[config.mk]
export PLATFORM = sky130hd
export DESIGN_NAME = alu_cfg_sequencer_flat
export DESIGN_NICKNAME = d
export VERILOG_FILES = /design/src/rtl/alu_ctrl_pkg.sv /design/src/rtl/alu_cfg_sequencer_if.sv /design/src/rtl/alu_rr_arbiter.sv /design/src/rtl/alu_cfg_sequencer.sv /design/src/flat_wrapper.sv
export SDC_FILE = /design/constraint.sdc
export NUM_CORES = 1
export LEC_CHECK = 0
export ABC_CLOCK_PERIOD_IN_PS = 2150
export CAP_MARGIN = 20
export CORE_MARGIN = 5
export CORE_UTILIZATION = 38
export CTS_BUF_LIST = sky130_fd_sc_hd__clkbuf_4
export DETAILED_ROUTE_END_ITERATION = 10
export PLACE_DENSITY = 0.8
export SLEW_MARGIN = 20
export SYNTH_ARGS = -nofsm -noshare
export SYNTH_HDL_FRONTEND = slang
export SYNTH_SLANG_ARGS = --single-unit
[constraint.sdc]
create_clock -name clk -period 2.15 [get_ports clk]
set_input_delay 0.3225 -clock clk [delete_from_list [all_inputs] [get_ports clk]]
set_output_delay 0.3225 -clock clk [all_outputs]
set_load 0.01 [all_outputs]
[src/rtl/alu_ctrl_pkg.sv]
// alu_ctrl_pkg: shared state encoding and ALU register map for the config sequencer
package alu_ctrl_pkg;
    typedef enum logic [2:0] {S_IDLE, S_SETUP, S_ACCESS, S_ERR, S_RESP} seq_state_e;
    localparam logic [31:0] ALU_REG1 = 32'h10;
    localparam logic [31:0] ALU_REG2 = 32'h14;
    localparam logic [31:0] ALU_REG3 = 32'h18;
    localparam logic [31:0] ALU_REG4 = 32'h1C;
    localparam logic [31:0] BASE_ADDR_DEF = ALU_REG1;
    localparam logic [31:0] LAST_ADDR_DEF = ALU_REG4;
    function automatic logic addr_ok(input logic [31:0] a, input logic [31:0] base, input logic [31:0] last);
        return a >= base && a <= last && a[1:0] == 2'b00;
    endfunction
endpackage

[src/rtl/alu_cfg_sequencer_if.sv]
// alu_cfg_sequencer_if: requester, response and APB signals of the config sequencer
interface alu_cfg_sequencer_if #(parameter int NUM_REQ = 2);
    localparam int IW = (NUM_REQ > 1) ? $clog2(NUM_REQ) : 1;
    logic [NUM_REQ-1:0]    req_valid;
    logic [NUM_REQ-1:0]    req_write;
    logic [NUM_REQ*32-1:0] req_addr;
    logic [NUM_REQ*32-1:0] req_wdata;
    logic [NUM_REQ-1:0]    req_ready;
    logic                  rsp_valid;
    logic [IW-1:0]         rsp_id;
    logic [31:0]           rsp_rdata;
    logic                  rsp_err;
    logic                  psel;
    logic                  penable;
    logic                  pwrite;
    logic [31:0]           paddr;
    logic [31:0]           pwdata;
    logic [31:0]           prdata;
    logic                  pready;
    modport master (
        input  req_valid, req_write, req_addr, req_wdata, prdata, pready,
        output req_ready, rsp_valid, rsp_id, rsp_rdata, rsp_err, psel, penable, pwrite, paddr, pwdata
    );
    modport slave (
        output req_valid, req_write, req_addr, req_wdata, prdata, pready,
        input  req_ready, rsp_valid, rsp_id, rsp_rdata, rsp_err, psel, penable, pwrite, paddr, pwdata
    );
endinterface

[src/rtl/alu_rr_arbiter.sv]
// alu_rr_arbiter: picks the first valid requester at or after ptr_i, wrapping around
module alu_rr_arbiter #(
    parameter int N  = 2,
    parameter int IW = (N > 1) ? $clog2(N) : 1
) (
    input  logic [N-1:0]  req_i,
    input  logic [IW-1:0] ptr_i,
    output logic [N-1:0]  grant_o,
    output logic [IW-1:0] idx_o,
    output logic          any_o
);
    logic hit;
    always_comb begin
        grant_o = '0;
        idx_o   = '0;
        hit     = 1'b0;
        for (int k = 0; k < N; k++) begin
            for (int i = 0; i < N; i++) begin
                if (!hit && req_i[i] && (int'(ptr_i) + k) % N == i) begin
                    hit        = 1'b1;
                    grant_o[i] = 1'b1;
                    idx_o      = IW'(i);
                end
            end
        end
        any_o = hit;
    end
endmodule

[src/rtl/alu_cfg_sequencer.sv]
// alu_cfg_sequencer: round-robin APB master sharing the ALU register block among requesters
module alu_cfg_sequencer import alu_ctrl_pkg::*; #(
    parameter int          NUM_REQ   = 2,
    parameter int          TIMEOUT   = 16,
    parameter logic [31:0] BASE_ADDR = BASE_ADDR_DEF,
    parameter logic [31:0] LAST_ADDR = LAST_ADDR_DEF
) (
    input  logic                  clk,
    input  logic                  reset,
    alu_cfg_sequencer_if.master   bus,
    output logic                  busy
);
    localparam int IW = (NUM_REQ > 1) ? $clog2(NUM_REQ) : 1;
    localparam int CW = $clog2(TIMEOUT + 1);

    seq_state_e    st_q, st_d;
    logic [IW-1:0] rr_q, rr_d, id_q, id_d, gnt_idx;
    logic [NUM_REQ-1:0] gnt;
    logic          any, wr_q, wr_d, err_q, err_d, ok;
    logic [31:0]   addr_q, addr_d, wdata_q, wdata_d, rdata_q, rdata_d, sel_addr;
    logic [CW-1:0] cnt_q, cnt_d;

    alu_rr_arbiter #(.N(NUM_REQ), .IW(IW)) u_arb (
        .req_i(bus.req_valid), .ptr_i(rr_q), .grant_o(gnt), .idx_o(gnt_idx), .any_o(any)
    );

    always_ff @(posedge clk) begin
        if (reset) begin
            st_q    <= S_IDLE;
            rr_q    <= '0;
            id_q    <= '0;
            wr_q    <= 1'b0;
            err_q   <= 1'b0;
            addr_q  <= '0;
            wdata_q <= '0;
            rdata_q <= '0;
            cnt_q   <= '0;
        end else begin
            st_q    <= st_d;
            rr_q    <= rr_d;
            id_q    <= id_d;
            wr_q    <= wr_d;
            err_q   <= err_d;
            addr_q  <= addr_d;
            wdata_q <= wdata_d;
            rdata_q <= rdata_d;
            cnt_q   <= cnt_d;
        end
    end

    always_comb begin
        st_d     = st_q;
        rr_d     = rr_q;
        id_d     = id_q;
        wr_d     = wr_q;
        err_d    = err_q;
        addr_d   = addr_q;
        wdata_d  = wdata_q;
        rdata_d  = rdata_q;
        cnt_d    = cnt_q;
        sel_addr = bus.req_addr[32*gnt_idx +: 32];
        ok       = addr_ok(sel_addr, BASE_ADDR, LAST_ADDR);
        case (st_q)
            S_IDLE: if (any) begin
                id_d    = gnt_idx;
                rr_d    = (gnt_idx == IW'(NUM_REQ - 1)) ? '0 : gnt_idx + 1'b1;
                rdata_d = '0;
                err_d   = !ok;
                cnt_d   = '0;
                st_d    = ok ? S_SETUP : S_ERR;
                // bus fields only move for transfers that will actually reach the slave
                if (ok) begin
                    wr_d    = bus.req_write[gnt_idx];
                    addr_d  = sel_addr;
                    wdata_d = bus.req_wdata[32*gnt_idx +: 32];
                end
            end
            S_SETUP: st_d = S_ACCESS;
            S_ACCESS: begin
                if (bus.pready) begin
                    rdata_d = wr_q ? '0 : bus.prdata;
                    st_d    = S_RESP;
                end else if (cnt_q == CW'(TIMEOUT - 1)) begin
                    err_d = 1'b1;
                    st_d  = S_RESP;
                end else begin
                    cnt_d = cnt_q + 1'b1;
                end
            end
            S_ERR:  st_d = S_RESP;
            S_RESP: st_d = S_IDLE;
            default: st_d = S_IDLE;
        endcase
    end

    assign bus.req_ready = (st_q == S_IDLE) ? gnt : '0;
    assign bus.psel      = (st_q == S_SETUP) || (st_q == S_ACCESS);
    assign bus.penable   = st_q == S_ACCESS;
    assign bus.pwrite    = wr_q;
    assign bus.paddr     = addr_q;
    assign bus.pwdata    = wdata_q;
    assign bus.rsp_valid = st_q == S_RESP;
    assign bus.rsp_id    = id_q;
    assign bus.rsp_err   = (st_q == S_RESP) && err_q;
    assign bus.rsp_rdata = (st_q == S_RESP) ? rdata_q : '0;
    assign busy          = st_q != S_IDLE;
endmodule
[src/flat_wrapper.sv]
// flat-port wrapper written by rule: the top's interface ports become plain ports
module alu_cfg_sequencer_flat import alu_ctrl_pkg::*;
#(
    parameter int          NUM_REQ   = 2,
    parameter int          TIMEOUT   = 16,
    parameter logic [31:0] BASE_ADDR = BASE_ADDR_DEF,
    parameter logic [31:0] LAST_ADDR = LAST_ADDR_DEF
)
  (clk, reset, busy, bus_req_valid, bus_req_write, bus_req_addr, bus_req_wdata, bus_prdata, bus_pready, bus_req_ready, bus_rsp_valid, bus_rsp_id, bus_rsp_rdata, bus_rsp_err, bus_psel, bus_penable, bus_pwrite, bus_paddr, bus_pwdata);
  alu_cfg_sequencer_if #(.NUM_REQ(NUM_REQ)) bus_i ();
  input  logic clk;
  input  logic reset;
  output logic busy;
  input wire logic [$bits(bus_i.req_valid)-1:0] bus_req_valid;
  input wire logic [$bits(bus_i.req_write)-1:0] bus_req_write;
  input wire logic [$bits(bus_i.req_addr)-1:0] bus_req_addr;
  input wire logic [$bits(bus_i.req_wdata)-1:0] bus_req_wdata;
  input wire logic [$bits(bus_i.prdata)-1:0] bus_prdata;
  input wire logic [$bits(bus_i.pready)-1:0] bus_pready;
  output wire logic [$bits(bus_i.req_ready)-1:0] bus_req_ready;
  output wire logic [$bits(bus_i.rsp_valid)-1:0] bus_rsp_valid;
  output wire logic [$bits(bus_i.rsp_id)-1:0] bus_rsp_id;
  output wire logic [$bits(bus_i.rsp_rdata)-1:0] bus_rsp_rdata;
  output wire logic [$bits(bus_i.rsp_err)-1:0] bus_rsp_err;
  output wire logic [$bits(bus_i.psel)-1:0] bus_psel;
  output wire logic [$bits(bus_i.penable)-1:0] bus_penable;
  output wire logic [$bits(bus_i.pwrite)-1:0] bus_pwrite;
  output wire logic [$bits(bus_i.paddr)-1:0] bus_paddr;
  output wire logic [$bits(bus_i.pwdata)-1:0] bus_pwdata;
  assign bus_i.req_valid = bus_req_valid;
  assign bus_i.req_write = bus_req_write;
  assign bus_i.req_addr = bus_req_addr;
  assign bus_i.req_wdata = bus_req_wdata;
  assign bus_i.prdata = bus_prdata;
  assign bus_i.pready = bus_pready;
  assign bus_req_ready = bus_i.req_ready;
  assign bus_rsp_valid = bus_i.rsp_valid;
  assign bus_rsp_id = bus_i.rsp_id;
  assign bus_rsp_rdata = bus_i.rsp_rdata;
  assign bus_rsp_err = bus_i.rsp_err;
  assign bus_psel = bus_i.psel;
  assign bus_penable = bus_i.penable;
  assign bus_pwrite = bus_i.pwrite;
  assign bus_paddr = bus_i.paddr;
  assign bus_pwdata = bus_i.pwdata;
  alu_cfg_sequencer #(.NUM_REQ(NUM_REQ), .TIMEOUT(TIMEOUT), .BASE_ADDR(BASE_ADDR), .LAST_ADDR(LAST_ADDR)) u_core (.clk(clk), .reset(reset), .bus(bus_i), .busy(busy));
endmodule
# ---- After elaboration in Yosys (flattened, before gate mapping)
# Index checks and enable logic that the tools add are counted.
dict set report word_totals {
  input_bits 167
  regBits 108
  wordCells 88
  output_inout_bits 105
}
dict set report op_classes {
  n_shift 2
  add_sub_neg 3
  order_cmp 3
  bitwise 1
  reduce_logical 27
  n_eq_ne 12
  muxes 31
}
# operator count
set ops {}
lappend ops {{$mux W32} 4}
lappend ops {{$shiftx A64 B7 Y32} 2}
lappend ops {{$logic_not A32 Y1} 2}
lappend ops {{$pmux W32 S2} 1}
lappend ops {{$ge A32 B5 Y1 const B} 1}
lappend ops {{$le A32 B5 Y1 const B} 1}
lappend ops {{$mux W1} 15}
lappend ops {{$mux W5} 3}
lappend ops {{$pmux W3 S4} 1}
lappend ops {{$logic_and A1 B1 Y1} 10}
lappend ops {{$pmux W5 S2} 1}
lappend ops {{$mux W3} 3}
lappend ops {{$reduce_and A4 Y1} 2}
lappend ops {{$eq A3 B2 Y1 const B} 2}
lappend ops {{$ne A2 B2 Y1 const B} 3}
lappend ops {{$reduce_and A3 Y1} 2}
lappend ops {{$add A5 B1 Y5 const B} 1}
lappend ops {{$eq A5 B4 Y1 const B} 1}
lappend ops {{$logic_not A1 Y1} 4}
lappend ops {{$mux W2} 2}
lappend ops {{$ne A2 B1 Y1 const B} 2}
lappend ops {{$reduce_and A2 Y1} 2}
lappend ops {{$eq A3 B1 Y1 const B} 1}
lappend ops {{$eq A3 B3 Y1 const B} 1}
lappend ops {{11 further kinds} 12}

# ---- Longest topological paths before layout
# Gate-level depths: netlist of run 1.
dict set report depth {
  word_depth 22
  mapped_depth 8
  depth_no_buf 7
}

# ---- Cells and area by module
# Synthesis of run 1 repeated with hierarchy kept, for this count alone.
dict set report hier_totals {
  cells_unflattened 502
  area_unflattened_um2 4624.4
}
# module instances seq_area_each_um2 cells_per_inst area_per_inst_um2
set by_module_without_submodules {}
lappend by_module_without_submodules {alu_cfg_sequencer 1 2162.1 497 4591.9}
lappend by_module_without_submodules {alu_rr_arbiter 1 0.0 5 32.5}

# ---- Worst setup path before layout of run 1
# No wires, ideal clock.
dict set report synth_path {
  path_kind {register -> register}
  from {register u_core.st_q[0]}
  to {register u_core.addr_q[2] (netlist: u_core.bus.paddr[2])}
  arrival_ns 1.721
  required_time_ns 2.027
  synth_period_minus_slack_ns 1.844
  path_slack_ns 0.306
  setup_ns 0.123
  path_stages_with_launch 7
  cell_sequence {dfxtp_1 nor3_4 o21ai_2 nor4_4 nor2_2 buf_2 mux2_1}
}
dict set report synth_between {
  elab_chain_len 2
}
# item line_no
set synth_lines {}
lappend synth_lines {{start, declared} alu_cfg_sequencer.sv:16} ;# seq_state_e st_q, st_d;
lappend synth_lines {{start signal, assigned} alu_cfg_sequencer.sv:39} ;# st_q <= st_d;
lappend synth_lines {{$logic_not A3 Y1} alu_cfg_sequencer.sv:63} ;# case (st_q)
lappend synth_lines {{$reduce_and A3 Y1 (no line)} -}
lappend synth_lines {{end signal, assigned} alu_cfg_sequencer.sv:44} ;# addr_q <= addr_d;
lappend synth_lines {{end, declared} alu_cfg_sequencer.sv:20} ;# logic [31:0] addr_q, addr_d, wdata_q, wdata_d, rdata_q, rdata_d, sel_addr;
# Every way passes these cells.
# A chain may end at the register's enable or synchronous reset.

# ---- Worst setup path in the final report of run 1
dict set report layout_path {
  from {input bus_req_addr[12]}
  to {register u_core.wdata_q[12] (netlist: u_core.bus.pwdata[12])}
}
dict set report layout_between {
  elab_chain_len 5
  word_cells_on_any_way 6
}
# item line_no
set layout_lines {}
lappend layout_lines {{start, declared} flat_wrapper.sv:16} ;# input wire logic [$bits(bus_i.req_addr)-1:0] bus_req_addr;
lappend layout_lines {{$shiftx A64 B7 Y32 (*)} alu_cfg_sequencer.sv:61} ;# sel_addr = bus.req_addr[32*gnt_idx +: 32];
lappend layout_lines {{$ge A32 B5 Y1 / $le A32 B5 Y1 (equally long branches)} alu_ctrl_pkg.sv:11} ;# return a >= base && a <= last && a[1:0] == 2'b00;
lappend layout_lines {{$logic_and A1 B1 Y1 (*) (2 in series)} alu_ctrl_pkg.sv:11}
lappend layout_lines {{$reduce_and A3 Y1 (no line) (*)} -}
lappend layout_lines {{end signal, assigned} alu_cfg_sequencer.sv:45} ;# wdata_q <= wdata_d;
lappend layout_lines {{end, declared} alu_cfg_sequencer.sv:20}
# Mark *: on every way between the ends. The rest lies on a longest branch, timed or not.

==> results.py, run 1 <==
metrics = {
    "synthesis": {
        "yosysWarningCount": 0,
        "yosysMostFrequentCell": "dfxtp_1",
        "synth-edff-count": 0,
        "synth_area_mm2": 0.004715,
        "yosys-top-cells-area": "dfxtp_1 46%, nand2_1 8.4%, mux2_1 8.4%",
        "synth_largest_area_cell": "dfxtp_1",
        "postSynth.asyncResetShare": 0,
        "ys_ff_latch": 108,
        "syn_avg_cell_area_um2": 8.419,
        "synth_commonest_cells": "108 x dfxtp_1, 106 x nand2_1, 72 x a21oi_1, 62 x and2_1",
        "synth_nets": 729,
        "synth_flop_cell": "dfxtp_1",
        "ys_seq_area_frac": 0.4586,
        "synthCells": 560,
        "yosysUniqueCellTypes": 34,
        "synth_top_cell_area_share": 0.4586,
    },
    "worst_setup_path": {
        "path_class": "primary input to flop",
        "crit_path_end_kind": "flop",
        "cp_top_family": "simple AND/OR/NAND/NOR gates",
        "cp.required_ps": 2490,
        "crit_buf_inv": 1,
        "crit_slowest_cell": "nor4_4",
        "max_stage_delay_ps": 500,
        "startpoint_type": "primary input",
        "path_cells": "clkdlybuf4s50_1 > nor4_1 > nand4_1 > nor4_4 > nor2_4 > mux2_1",
        "path_max_fanout": 18,
        "cp.arrival_ps": 2400,
    },
    "route": {
        "firstDrtPassIters": 5,
        "drt_iter0_drc": 238,
        "num_vias": 4917,
        "vias_per_cell": 4.873,
        "route.detailed.drc": 0,
        "ant_nets": 0,
        "routed_wl_mm": 16.23,
        "routedWlPerCell_um": 16.09,
    },
    "hold_path": {
        "hold_class": "primary input to flop",
    },
    "cts": {
        "path_clk_slew_ps": 150,
        "cts_tree": "done",
        "cts-buffers-inserted": 9,
        "htreeDepth": 3,
        "clk_latency_ps": 450,
        "cts_hold_buf": 0,
        "clock-sinks": 108,
        "cts_buffer_depth": 2,
        "root_buffer": "clkbuf_4",
    },
    "sta": {
        "finalMaxSlewViolations": 0,
        "max_freq_ghz": 0.4855,
        "timing_worst_slew_pin_value_ps": 565.7,
        "min_period_ps": 2060,
        "hold_viol": 0,
        "relSlewSlack": 0.6220,
        "fin_skew_ps": 9.630,
        "fin_crit_sh": 0.9580,
        "setup_viol": 0,
    },
    "global_route": {
        "grt_pass1_wl_mm": 25.14,
        "grt_usage": 0.2110,
        "grt_max_degree": 39,
        "grt_overflow": 0,
        "grt_antenna_before_repair": 1,
        "grt_pass1_vias": 5122,
    },
    "layout": {
        "syn_to_final_growth_pct": 69.88,
        "postLayoutCoreUtil": 0.6613,
        "design_area_mm2": 0.008009,
        "fillers": 1019,
        "multi_input_area_mm2": 0.002447,
        "layout.nets": 1004,
        "seqCellArea_mm2": 0.002173,
        "layout-drive-gt1-share": 0.08095,
    },
    "floorplanning": {
        "die_w_um": 121.4,
        "rows": 40,
        "initial_core_util": 0.3893,
        "dieHeight_um": 121.4,
        "die_area_mm2": 0.01473,
        "core_area_mm2": 0.01211,
        "ios": 272,
    },
    "placement": {
        "gp_congestion": 0.8979,
        "numPortBuffers": 271,
        "placed_area_mm2": 0.007749,
        "hpwlAfterDp_mm": 12.34,
    },
    "run_status": {
        "status": "finished clean",
    },
    "power": {
        "ir_drop_mv": 0.4180,
        "p_leak_uw": 0.003188,
        "powerDensity_mw_per_mm2": 610.7,
    },
    "run": {
        "drv_cap": 0,
    },
}
per-layer routing:
layer	up-vias	global-route usage	share of wire
li1	2420	-	-
met1	2286	0.2267	0.39
met2	185	0.3855	0.51
met3	26	0.06993	0.083
met4	0	0.07143	0.021
met5	-	0	0
final timing paths:
kind | startpoint | to | slack [ps] | depth (start not counted)
max reg2reg | u_core.st_q[2]$_SDFFE_PP0P_ | u_core.bus.pwdata[12]$_SDFFE_PP0P_ | 140 | 6
min | reset | u_core.bus.pwdata[1]$_SDFFE_PP0P_ | 410 | 3
max | bus_req_addr[12] | u_core.bus.pwdata[12]$_SDFFE_PP0P_ | 90 | 6
min reg2reg | u_core.rdata_q[14]$_SDFFE_PP0P_ | u_core.rdata_q[14]$_SDFFE_PP0P_ | 460 | 2
state kept, by name, summed over array words and instances (netlist names):
signal / flops
u_core.bus.pwdata: 32
u_core.bus.pwrite: 1
u_core.bus.rsp_id: 1
u_core.cnt_q: 5
u_core.rr_q: 1
u_core.rdata_q: 32
u_core.st_q: 3
u_core.err_q: 1
u_core.bus.paddr: 32
logic make-up (layout without fill, tap and decap cells):
family,count (synthesis),count (layout),synth area share
and+or+nand+nor,289,290,0.3206
xor gates and xnor gates,3,3,0.005574
DFF,108,108,0.4586
other,0,1,0
buffers and inverters,43,322,0.03583
adders and majority gates,2,2,0.005307
AOI/OAI and AO/OA,79,79,0.08811
muxes,36,36,0.08599
metrics by stage:
stage / setup TNS, ps / total power, uW / hold WS (ps) / cells / setup slack [ps]
2_1_floorplan: 0 / 2880 / 427.3 / 560 / 305.9
3_3_place_gp: -22120 / 3622 / 434.2 / 983 / -427.3
3_5_place_dp: -25270 / 3673 / 440.0 / 983 / -499.5
4_1_cts: 0 / 4939 / 354.7 / 1005 / 4.267
5_1_grt: -67.83 / 5150 / 393.1 / 1009 / -45.70
6_report: 0 / 4891 / 408.6 / 1009 / 90.37
cell usage in the layout (no fill, tap or decap), types with 4 or more instances in the layout:
cell               n
mux2_1            35
and2_1            62
clkdlybuf4s50_1  232
dlygate4sd2_1     13
nand2_1          106
nor3_1             7
nor4_1            11
buf_12             5
inv_1              4
nand4_1            5
clkbuf_4          10
nor2b_1           35
clkdlybuf4s15_1   20
dfxtp_1          105
nand3_1           34
buf_4             23
a21oi_1           71
nor2_1            13
timing repair:
action | in CTS | in global routing
gates resized for setup | 59 | 29
setup endpoints to repair | 45 | 62
endpoints found under the hold margin | 0 | 0
gates cloned | 3 | 1
setup buffers | 3 | 2
pin swaps | 1 | 2
worst min-delay path, stage by stage:
cell and delay [ps]:
buf_4 230, nor2b_1 140, mux2_1 120
cell type report:
| cell class | count | share of cell area |
|---|---|---|
| antenna | 1 | 0.0003125 |
| multi-input combinational | 410 | 0.3056 |
| sequential | 108 | 0.2714 |
| timing repair buffer | 302 | 0.3724 |
| clock inverter | 6 | 0.01281 |
| clock buffer | 10 | 0.009374 |
| inverter | 4 | 0.001875 |
| tap | 168 | 0.02625 |
where the power goes:
| part | internal [uW] | total, uW | switching, uW |
|---|---|---|---|
| clock network | 594 | 1210 | 621 |
| registers | 2110 | 2190 | 77.1 |
| logic | 737 | 1490 | 751 |
(Power assumes the default switching activity.)
==> run 2, diff against run 1 <==
--- a/config.mk
+++ b/config.mk
@@ -7,7 +7,6 @@
 export LEC_CHECK = 0
 export ABC_CLOCK_PERIOD_IN_PS = 2150
 export CAP_MARGIN = 20
-export CORE_MARGIN = 5
 export CORE_UTILIZATION = 38
 export CTS_BUF_LIST = sky130_fd_sc_hd__clkbuf_4
 export DETAILED_ROUTE_END_ITERATION = 10
==> run 2 against run 1 <==
Cell count decreased by 0.59%. Routed wire length decreased by 6.6%. Critical path depth increased by 3. First-iteration DRC count increased by 19%. Sequential power about the same. Clock power decreased by 12%. Clock-buffer cell count decreased by 1. Sequential cell count unchanged. Die area decreased by 13%. Critical path type unchanged.
==> results.py, run 2 (same netlist as run 1, synthesis figures left out) <==
metrics = {
    "run_status": {
        "status": "finished clean",
    },
    "sta": {
        "setup_viol": 0,
        "min_period_ps": 2040,
        "fin_skew_ps": 18.29,
        "max_freq_ghz": 0.4901,
        "fin_crit_sh": 0.9490,
        "timing_worst_slew_pin_value_ps": 573.4,
        "finalMaxSlewViolations": 0,
        "relSlewSlack": 0.6168,
        "worst_slack_ps": 109.7,
        "hold_viol": 0,
        "rsz0062_at_grt": "false",
    },
    "placement": {
        "hpwlAfterDp_mm": 11.19,
        "placed_area_mm2": 0.007726,
        "gp_congestion": 0.8848,
        "place_inst": 980,
        "dp_slack_ps": -451.1,
        "numPortBuffers": 271,
    },
    "cts": {
        "cts_buffer_depth": 2,
        "path_clk_slew_ps": 160,
        "root_buffer": "clkbuf_4",
        "cts_hold_buf": 0,
        "clk_latency_ps": 440,
        "clock-sinks": 108,
        "cts_tree": "done",
        "cts-buffers-inserted": 9,
        "htreeDepth": 3,
    },
    "power": {
        "ir_drop_mv": 0.3568,
        "seq_power_share": 0.466,
        "switching_share": 0.3205,
        "powerDensity_mw_per_mm2": 591.8,
        "internal-power_uw": 3192,
        "switchingPower_uw": 1506,
        "power_frac_comb": 0.309,
        "power.total_uw": 4698,
        "p_leak_uw": 0.003257,
        "pwr-share-clk": 0.225,
    },
    "hold_path": {
        "min_to": "u_core.rr_q$_SDFFE_PP0P_",
        "hold_depth": 2,
        "hp-start": "bus_req_valid[1]",
        "hold_class": "primary input to flop",
    },
    "route": {
        "routed_wl_mm": 15.16,
        "route.detailed.drc": 0,
        "vias_per_cell": 4.846,
        "ant_nets": 0,
        "drt_iter0_drc": 283,
        "firstDrtPassIters": 4,
        "routedWlPerCell_um": 15.11,
        "num_vias": 4861,
    },
    "floorplanning": {
        "die_w_um": 113.4,
        "rows": 40,
        "initial_core_util": 0.3909,
        "die_area_mm2": 0.01286,
        "ios": 272,
        "dieHeight_um": 113.4,
        "core_area_mm2": 0.01206,
    },
    "layout": {
        "syn_to_final_growth_pct": 68.39,
        "stdcell_count": 1003,
        "layout.nets": 998,
        "layout-drive-gt1-share": 0.07554,
        "fillers": 962,
        "final_cell_mix": "230 x clkdlybuf4s50_1, 106 x nand2_1, 105 x dfxtp_1, 71 x a21oi_1, 62 x and2_1",
        "layout_commonest_cell": "clkdlybuf4s50_1",
        "postLayoutCoreUtil": 0.6582,
        "design_area_mm2": 0.007939,
    },
    "worst_setup_path": {
        "crit_path_end_kind": "flop",
        "r2r_cells": 5,
        "rr_startpoint": "u_core.rr_q$_SDFFE_PP0P_",
        "path_max_fanout": 30,
        "rr_endpoint": "u_core.bus.pwdata[15]$_SDFFE_PP0P_",
        "startpoint_type": "primary input",
        "path_class": "primary input to flop",
        "cp.arrival_ps": 2380,
        "r2r_setup_slack_ps": 240,
        "cp.required_ps": 2490,
    },
    "global_route": {
        "grt_use_met1": 0.2494,
        "grt_pass1_vias": 4741,
        "grt_pass1_wl_mm": 23.14,
        "grt_max_degree": 41,
        "use_met3": 0.06536,
        "gr-max-usage-layer": "met2",
        "grt_overflow": 0,
        "grt_usage": 0.2263,
        "grtUsageMet2": 0.4225,
        "grt_antenna_before_repair": 1,
    },
    "run": {
        "drv_cap": 0,
    },
}
[run 2: metrics by stage]
step	TNS, ps	hold WS, ps
final	0	261.4
after global routing	0	220.0
after CTS	0	315.7
after detailed placement	-23310	439.2
after global placement	-17810	432.9
after floorplan	0	427.3
[run 2: layout make-up]
class | count | area [um2] | share of cell area
repair buffers | 296 | 2942 | 0.3705
well taps | 168 | 210.2 | 0.02648
clock buffers | 9 | 67.56 | 0.008511
flip-flops and latches | 108 | 2171 | 0.2734
inverters | 4 | 15.01 | 0.001891
diodes | 1 | 2.502 | 0.0003152
multi-input cells | 410 | 2450 | 0.3086
clock inverters | 7 | 81.33 | 0.01024
[run 2: power by group through the flow]
stage	Sequential, uW	Combinational [uW]	Clock (uW)
final	2190	1450	1060
after global routing	2200	1580	1190
after CTS	2190	1420	1100
after detailed placement	2220	1430	0
after global placement	2210	1400	0
after floorplan	2200	677	0
[run 2: worst max-delay path by stage]
stage / start / to / slack (ps) / depth (start not counted)
after detailed placement: bus_req_valid[1] / u_core.bus.pwdata[0]$_SDFFE_PP0P_ / -450 / 5
after global placement: bus_req_valid[0] / u_core.bus.paddr[3]$_SDFFE_PP0P_ / -340 / 6
after CTS: u_core.st_q[0]$_SDFFE_PP0P_ / bus_req_ready[1] / 6 / 5
after floorplan: u_core.st_q[0]$_SDFFE_PP0P_ / u_core.bus.paddr[2]$_SDFFE_PP0P_ / 310 / 6
after global routing: u_core.st_q[0]$_SDFFE_PP0P_ / bus_rsp_rdata[13] / 5 / 4
final: bus_req_addr[0] / u_core.bus.paddr[1]$_SDFFE_PP0P_ / 110 / 9
[run 2: critical path: stages]
cell and delay, ps:
clkdlybuf4s50_1 420, nor4_2 300, nand4_1 260, nor4_4 320, buf_4 200, buf_4 140, nor3_2 60, buf_12 180
and2_1 160
[run 2: per-layer routing]
| metal | wire, um | vias to the layer above | part of all wire |
|---|---|---|---|
| li1 | - | 2415 | - |
| met1 | 6115 | 2232 | 0.40 |
| met2 | 7698 | 194 | 0.51 |
| met3 | 1105 | 20 | 0.073 |
| met4 | 240 | 0 | 0.016 |
| met5 | 0 | - | 0 |
[run 2: timing repair]
| action | CTS | global route |
|---|---|---|
| endpoints found under the setup margin | 42 | 39 |
| hold endpoints to repair | 0 | 0 |
| pin swaps | 0 | 5 |
| gates cloned | 0 | 2 |
| gates resized for setup | 46 | 15 |
| buffers inserted | 0 | 4 |
==> run 3, diff against run 2 <==
--- a/config.mk
+++ b/config.mk
@@ -7,10 +7,10 @@
 export LEC_CHECK = 0
 export ABC_CLOCK_PERIOD_IN_PS = 2150
 export CAP_MARGIN = 20
-export CORE_UTILIZATION = 38
+export CORE_UTILIZATION = 39
 export CTS_BUF_LIST = sky130_fd_sc_hd__clkbuf_4
 export DETAILED_ROUTE_END_ITERATION = 10
-export PLACE_DENSITY = 0.8
+export PLACE_DENSITY = 0.82
 export SLEW_MARGIN = 20
 export SYNTH_ARGS = -nofsm -noshare
 export SYNTH_HDL_FRONTEND = slang
==> run 3 against run 2 <==
The run now ends with DRC left. Worst setup slack worse by 15 ps. Clock-buffer cell count is 1 higher. Cell area fell by 0.85%. Critical path depth down 6. Cell count fell by 2.6%. Worst hold slack lost 12 ps. Critical path type is now flop to primary output. Sequential cell count unchanged. Non-clock buffer count fell by 1. Global-route usage grew 1.0 points. Sequential power about the same.
==> results.py, run 3 (same netlist as run 1, synthesis figures left out) <==
metrics = {
    "sta": {
        "timing_worst_slew_pin_value_ps": 796.3,
        "min_period_ps": 2056,
        "fin_crit_sh": 0.9561,
        "rsz0062_at_grt": "true",
        "setup_viol": 0,
        "fin_skew_ps": 25.71,
        "hold_viol": 0,
        "fin_setup_tns_ps": 0,
        "worst_slack_ps": 94.31,
        "relSlewSlack": 0.4674,
        "max_freq_ghz": 0.4865,
        "timing.hold.ws_ps": 249.5,
        "finalMaxSlewViolations": 0,
    },
    "power": {
        "power_frac_comb": 0.317,
        "power.total_uw": 4611,
        "internal-power_uw": 3104,
        "switchingPower_uw": 1508,
        "switching_share": 0.3269,
        "ir_drop_mv": 0.3612,
        "pwr-share-clk": 0.209,
        "p_leak_uw": 0.003286,
        "powerDensity_mw_per_mm2": 585.8,
        "seq_power_share": 0.474,
    },
    "layout": {
        "postLayoutCoreUtil": 0.6778,
        "final_cell_mix": "232 x clkdlybuf4s50_1, 106 x nand2_1, 105 x dfxtp_1, 71 x a21oi_1, 62 x and2_1",
        "fillers": 959,
        "multi_input_area_mm2": 0.002447,
        "layout_commonest_cell": "clkdlybuf4s50_1",
        "layout-drive-gt1-share": 0.08403,
        "syn_to_final_growth_pct": 66.96,
        "seqCellArea_mm2": 0.002173,
        "layout.nets": 997,
    },
    "placement": {
        "dp_slack_ps": -488.1,
        "numPortBuffers": 271,
        "hpwlAfterDp_mm": 11.19,
        "gp_congestion": 0.8730,
    },
    "worst_setup_path": {
        "path_cells": "or3b_1 > inv_1 > dlygate4sd2_1",
        "startpoint_type": "flop",
        "max_stage_delay_ps": 430,
        "r2r_cells": 6,
        "cp.required_ps": 1830,
        "r2r_setup_slack_ps": 120,
        "rr_endpoint": "u_core.bus.pwdata[30]$_SDFFE_PP0P_",
        "startpoint": "u_core.st_q[1]$_SDFFE_PP0P_",
        "path_max_fanout": 6,
        "path_class": "flop to primary output",
        "rr_startpoint": "u_core.st_q[2]$_SDFFE_PP0P_",
        "cp.arrival_ps": 1730,
        "crit_path_end_kind": "primary output",
        "crit_slowest_cell": "dfxtp_4",
    },
    "route": {
        "routedWlPerCell_um": 15.58,
        "drt_iter0_drc": 270,
        "vias_per_cell": 4.928,
        "ant_nets": 0,
        "num_vias": 4815,
        "firstDrtPassIters": 8,
        "routed_wl_mm": 15.22,
        "route.detailed.drc": 17,
    },
    "cts": {
        "htreeDepth": 3,
        "clk_latency_ps": 460,
        "cts_tree": "done",
        "clock-sinks": 108,
        "path_clk_slew_ps": 160,
        "root_buffer": "clkbuf_4",
        "cts_hold_buf": 0,
        "cts_buffer_depth": 2,
        "cts-buffers-inserted": 9,
    },
    "global_route": {
        "gr-max-usage-layer": "met2",
        "grt_use_met1": 0.2633,
        "grt_pass1_wl_mm": 23.65,
        "grtUsageMet2": 0.4116,
        "grt_overflow": 0,
        "grt_pass1_vias": 4866,
        "use_met3": 0.07676,
        "grt_max_degree": 114,
        "grt_usage": 0.2364,
        "grt_antenna_before_repair": 1,
    },
    "floorplanning": {
        "core_area_mm2": 0.01161,
        "initial_core_util": 0.4059,
        "dieHeight_um": 111.9,
        "die_w_um": 111.9,
        "rows": 39,
        "ios": 272,
        "die_area_mm2": 0.01253,
    },
    "hold_path": {
        "hp-start": "reset",
        "min_to": "u_core.err_q$_SDFFE_PP0P_",
        "hold_class": "primary input to flop",
        "hold_depth": 3,
    },
    "run_status": {
        "status": "finished with violations",
        "violations": "DRC",
    },
    "run": {
        "drv_cap": 0,
    },
}
-- run 3: cell types whose count changed in the layout (fill, tap and decap cells not counted), moves of 2 or more --
cell             before  now
dlygate4sd2_1        33    6
clkbuf_2              2    9
dlymetal6s2s_1        3   11
o21ai_2               0    2
clkdlybuf4s15_1       1   11
o21ai_4               2    0
buf_12                6    4
clkdlybuf4s50_1     230  232
-- run 3: final cells by class --
cell class | count | share of cell area
clock inverter | 6 | 0.007312
clock buffer | 10 | 0.009537
inverter | 4 | 0.001907
multi-input combinational | 410 | 0.3109
antenna | 1 | 0.0003179
timing repair buffer | 295 | 0.3712
sequential | 108 | 0.2761
tap | 143 | 0.02273
-- run 3: how the worst max path moves through the flow --
stage,to,slack (ps),cells after the start
floorplan,u_core.bus.paddr[2]$_SDFFE_PP0P_,310,6
global placement,u_core.err_q$_SDFFE_PP0P_,-530,6
detailed placement,u_core.bus.paddr[2]$_SDFFE_PP0P_,-490,5
CTS,bus_rsp_err,-150,4
global route,bus_rsp_rdata[7],-20,5
finish,bus_penable,90,3
-- run 3: layer usage --
metal  wire length (um)  share of wire
met1               5944           0.39
met2               7382           0.48
met3               1428          0.094
met4                469          0.031
met5                  0              0
-- run 3: power groups by stage --
stage / Combinational [uW] / Clock [uW] / Sequential (uW)
floorplan: 677 / 0 / 2200
global placement: 1400 / 0 / 2210
detailed placement: 1430 / 0 / 2220
CTS: 1430 / 993 / 2190
global route: 1590 / 1080 / 2200
finish: 1460 / 963 / 2190
-- run 3: metrics by stage --
step / instance area, um2 / cells
6_report: 7871 / 977
5_1_grt: 7871 / 977
4_1_cts: 7780 / 968
3_5_place_dp: 7659 / 952
3_3_place_gp: 7652 / 952
2_1_floorplan: 4715 / 560
-- run 3: timing repair --
action / 4_1_cts / 5_1_grt
endpoints found under the setup margin: 72 / 51
resized for setup: 36 / 48
buffers inserted: 0 / 7
gates cloned: 0 / 1
pin swaps: 1 / 6
-- run 3: critical path: cells and delay by family (launching register included) --
| family | cells | cell delay [ps] |
|---|---|---|
| buf+inv | 2 | 470 |
| simple gates | 1 | 390 |
| flops | 1 | 430 |
